File: src/rtl/serial_to_parallel.sv
// serial_to_parallel: LSB-first serial-in / parallel-out deserializer.
// Rebuilds WIDTH-bit frames from a qualified serial stream and hands each word
// to a one-entry output buffer guarded by a valid/ready handshake.
// Sticky flags report dropped words (overrun) and frames cut short by a new
// start (sync_err).
// Optional feature macro: S2P_PARITY_EN (one even-parity bit trails each frame;
// par_err reports the check result for the buffered word).
module serial_to_parallel #(
  parameter int WIDTH = 4
) (
  input  logic             clk,
  input  logic             reset,
  input  logic             s_in,
  input  logic             s_valid,
  input  logic             s_start,
  output logic [WIDTH-1:0] p_data,
  output logic             p_valid,
  input  logic             p_ready,
  output logic             overrun,
  output logic             sync_err,
  output logic             par_err
);

  localparam int CNT_W = (WIDTH > 2) ? $clog2(WIDTH) : 1;
  localparam logic [CNT_W-1:0] LAST = CNT_W'(WIDTH - 1);

`ifdef S2P_PARITY_EN
  typedef enum logic [1:0] {IDLE, SHIFT, PAR} state_t;
`else
  typedef enum logic [0:0] {IDLE, SHIFT} state_t;
`endif

  state_t             state, state_next;
  logic [CNT_W-1:0]   cnt, cnt_next;
  logic [WIDTH-1:0]   shreg, shreg_next;
  logic [WIDTH-1:0]   word;
  logic               done;
  logic               sync_hit;
`ifdef S2P_PARITY_EN
  logic               par_bad;
  logic               par_err_q;
`endif

  // Next-state, bit placement and frame-completion decode.
  always_comb begin
    // NOTE: every signal written here gets a default first, so no path can
    // leave one unassigned and infer a latch.
    state_next = state;
    cnt_next   = cnt;
    shreg_next = shreg;
    word       = shreg;
    done       = 1'b0;
    sync_hit   = 1'b0;
`ifdef S2P_PARITY_EN
    par_bad    = 1'b0;
`endif
    if (s_valid) begin
      if (s_start) begin
        // A start always opens a new frame; mid-frame it also aborts the old one.
        sync_hit      = (state != IDLE);
        shreg_next    = '0;
        shreg_next[0] = s_in;
        cnt_next      = CNT_W'(1);
        state_next    = SHIFT;
      end else begin
        case (state)
          IDLE: state_next = IDLE;  // stray bit outside a frame is ignored
          SHIFT: begin
            shreg_next[cnt] = s_in;
            cnt_next        = cnt + 1'b1;
            if (cnt == LAST) begin
              cnt_next = '0;
`ifdef S2P_PARITY_EN
              state_next = PAR;
`else
              state_next = IDLE;
              done       = 1'b1;
              word       = shreg_next;
`endif
            end
          end
`ifdef S2P_PARITY_EN
          PAR: begin
            state_next = IDLE;
            done       = 1'b1;
            word       = shreg;
            par_bad    = ^{shreg, s_in};
          end
`endif
          default: state_next = IDLE;
        endcase
      end
    end
  end

  // State register, deserializer storage, output buffer and sticky flags.
  always_ff @(posedge clk) begin
    // NOTE: sequential state uses non-blocking assignments so every register
    // samples pre-edge values regardless of statement order.
    if (reset) begin
      state    <= IDLE;
      cnt      <= '0;
      shreg    <= '0;
      p_data   <= '0;
      p_valid  <= 1'b0;
      overrun  <= 1'b0;
      sync_err <= 1'b0;
`ifdef S2P_PARITY_EN
      par_err_q <= 1'b0;
`endif
    end else begin
      state <= state_next;
      cnt   <= cnt_next;
      shreg <= shreg_next;
      if (sync_hit) sync_err <= 1'b1;
      if (done) begin
        // Load when empty, or when the held word leaves in this same cycle.
        if (!p_valid || p_ready) begin
          p_data  <= word;
          p_valid <= 1'b1;
`ifdef S2P_PARITY_EN
          par_err_q <= par_bad;
`endif
        end else begin
          overrun <= 1'b1;
        end
      end else if (p_valid && p_ready) begin
        p_valid <= 1'b0;
      end
    end
  end

`ifdef S2P_PARITY_EN
  assign par_err = par_err_q;
`else
  assign par_err = 1'b0;
`endif

endmodule

File: config.mk
export PLATFORM = sky130hd
export DESIGN_NAME = serial_to_parallel
export DESIGN_NICKNAME = d
export VERILOG_FILES = /design/src/rtl/serial_to_parallel.sv
export SDC_FILE = /design/constraint.sdc
export NUM_CORES = 1
export LEC_CHECK = 0
export BUFFER_PORTS_ARGS = -buffer_cell sky130_fd_sc_hd__buf_2
export CAP_MARGIN = 20
export CORE_AREA = 3 3 42 44
export DETAILED_ROUTE_END_ITERATION = 10
export DIE_AREA = 0 0 45 47
export PLACE_DENSITY = 0.7
export SLEW_MARGIN = 20
export SYNTH_ARGS = -nofsm -noshare
export SYNTH_HDL_FRONTEND = slang
export SYNTH_SLANG_ARGS = --single-unit
File: constraint.sdc
create_clock -name clk -period 1.86 [get_ports clk]
set_input_delay 0.279 -clock clk [delete_from_list [all_inputs] [get_ports clk]]
set_output_delay 0.279 -clock clk [all_outputs]
set_load 0.02 [all_outputs]
==> metrics.cfg <==
[status]
status=finished, final reports clean

[floorplanning]
die-area_um2=2120
die_y_um=47
row_count=14
ioPinCount=14
core_um2=1470
die_x_um=45
initial_core_util=0.472

[clocking]
clock_latency_ns=0.27
cts_root_buf=clkbuf_4
clk_pin_slew_ns=0.07
cts_resized=0
cts_tree=done
postCtsSetupBuffers=0
clock-sinks=14
clock_path_buffers=2
numCtsBuffers=3
hold_buffers=0
htree_levels=1

[setup_path]
required_ns=2.00
cp_max_fo=7
path_class=reg -> reg
cp_cell_sequence=ha_1 > inv_1 > nor3_1 > a211oi_1
start_kind=register
cp-end-kind=register
slowest_stage=dfxtp_1
slowest_delay_ns=0.41
crit_arrival_ns=1.65

[power_and_ir_drop]
p_leak_nw=0.305
power_mw=0.522
ir_worst_vdd_mv=0.394
power_density_nw_per_um2=673

[logic_synthesis]
synth_fp_nets=84
synthMuxAreaShare=0.0595
synth_area_leaders=dfxtp_1, ha_1, a31oi_1, mux2i_1, nor2_1
yosysSeqAreaShare=0.404
synth_xor_area_frac=0
synth-simple-area-share=0.177
yosysUniqueCellTypes=28
synth-seq-cells=14
synth.top_cell.area_share=0.404
syn-instance-count=73
yosysWarnings=0
synth-compound-area-share=0.216
synth.avg_cell_area_um2=9.51
yosysTopAreaCell=dfxtp_1
syn_area_um2=694
synth_top_family_by_area=compound AO/OA/AOI/OAI gates
yosys.area_share.adder=0.0901

[drt]
wl_per_cell_um=13.1
vias=565
antenna_left=0
drtPass1Iterations=2
wirelength_um=1320
route.detailed.drc=0
viasPerCell=5.59
drt_iter0_markers=6

[cells_and_area]
layout_common_cells=dfxtp_1, buf_2, nor2_1
drive_gt1_frac=0.235
layout_commonest_cell=dfxtp_1
design_area_um2=774
n_antenna_cell=0
n_fill_cell=148
area_growth_pct=11.5
final_cell_count_no_fill=101
nNetsFinal=98

[global_routing]
grt_pass1_wl_um=2150
antenna_found_initial=0
grt_pass1_vias=484
track_usage=0.142
grt_start_max_net_pins=15
grt-ovfl-total=0

[sta]
clock.fmax_mhz=663
setup_viol=0
min_period_ns=1.51
rsz0062_at_grt=no
hold_viol_final=0
setup_tns_ns=0
maxSlewViolCount=0
skew_ns=0.00173
period_share=0.811
setup_ws_ns=0.352

[placement]
place_inst=98
gp_congestion=0.750
port_buffers=12
place_ws_ns=0.364
place_area_um2=752
dpl.hpwl_um=1020

[hold_path]
hold_class=in -> reg

[run]
cap_violations=0

==> Yosys cell counts <==
cell type  number
dfxtp_1        14
nor2_1          7
a31oi_1         6
ha_1            5
a21oi_1         4
nand2_1         4
a22oi_1         3
inv_1           3
mux2i_1         3
nand3b_1        3
a211oi_1        2
nand2b_1        2
nand3_1         2
a211oi_2        1
a31oi_4         1
and3b_2         1
buf_4           1
buf_6           1
clkbuf_1        1
conb_1          1
mux2_2          1
nand4_1         1
nor2b_1         1
nor3_1          1
o21ai_0         1
o21ai_2         1
o31ai_1         1
or3b_1          1
==> per-layer routing <==
metal,GRT usage,wire [um],up-vias
met5,0,0,-
met4,0.0526,15,0
met3,0.0575,76,5
met2,0.223,622,12
met1,0.176,604,261
li1,-,-,287
==> path summary, 6_finish.rpt <==
check	to	startpoint	depth (start not counted)	slack, ns
worst max-delay path	p_data[2]$_SDFFE_PP0P_	cnt[1]$_SDFFE_PP0P_	4	0.35
worst min-delay path	sync_err$_SDFFE_PP0P_	s_valid	3	0.34
worst max register to register	p_data[2]$_SDFFE_PP0P_	cnt[1]$_SDFFE_PP0P_	4	0.35
worst min register to register	sync_err$_SDFFE_PP0P_	sync_err$_SDFFE_PP0P_	2	0.48
==> sequential cells by signal, summed over array words and instances (netlist names) <==
name      flops
p_data        4
shreg         4
cnt           2
overrun       1
p_valid       1
state         1
sync_err      1
==> power breakdown <==
part / internal, mW / switching (mW)
registers: 0.305 / 0.00570
clock network: 0.0750 / 0.0864
logic: 0.0185 / 0.0309
==> worst max-delay path: cells and delay by family (launching register included) <==
| family | cells | cell delay [ns] |
|---|---|---|
| simple gates | 1 | 0.38 |
| buf+inv | 1 | 0.10 |
| flops | 1 | 0.41 |
| compound gates | 1 | 0.13 |
| fa+ha+maj | 1 | 0.36 |
==> cell families after synthesis <==
group / count (synthesis)
simple gates: 23
fa+ha+maj: 5
compound gates: 20
flops: 14
buf+inv: 6
other cells: 1
mux: 4
==> per-stage QoR <==
stage          utilization  hold slack [ns]
6_report             0.526            0.337
5_1_grt              0.526            0.344
4_1_cts              0.526            0.329
3_5_place_dp         0.511            0.458
3_3_place_gp         0.511            0.452
2_1_floorplan            -            0.344
==> layout make-up <==
class                           count  area, um^2  area share
Tap cell                           16        20.0      0.0258
Sequential cell                    14         280       0.362
Timing Repair Buffer               12        60.1      0.0775
Clock buffer                        3        22.5      0.0291
Inverter                            3        11.3      0.0145
Multi-Input combinational cell     53         380       0.491
Power figures use the tool's default switching activity.
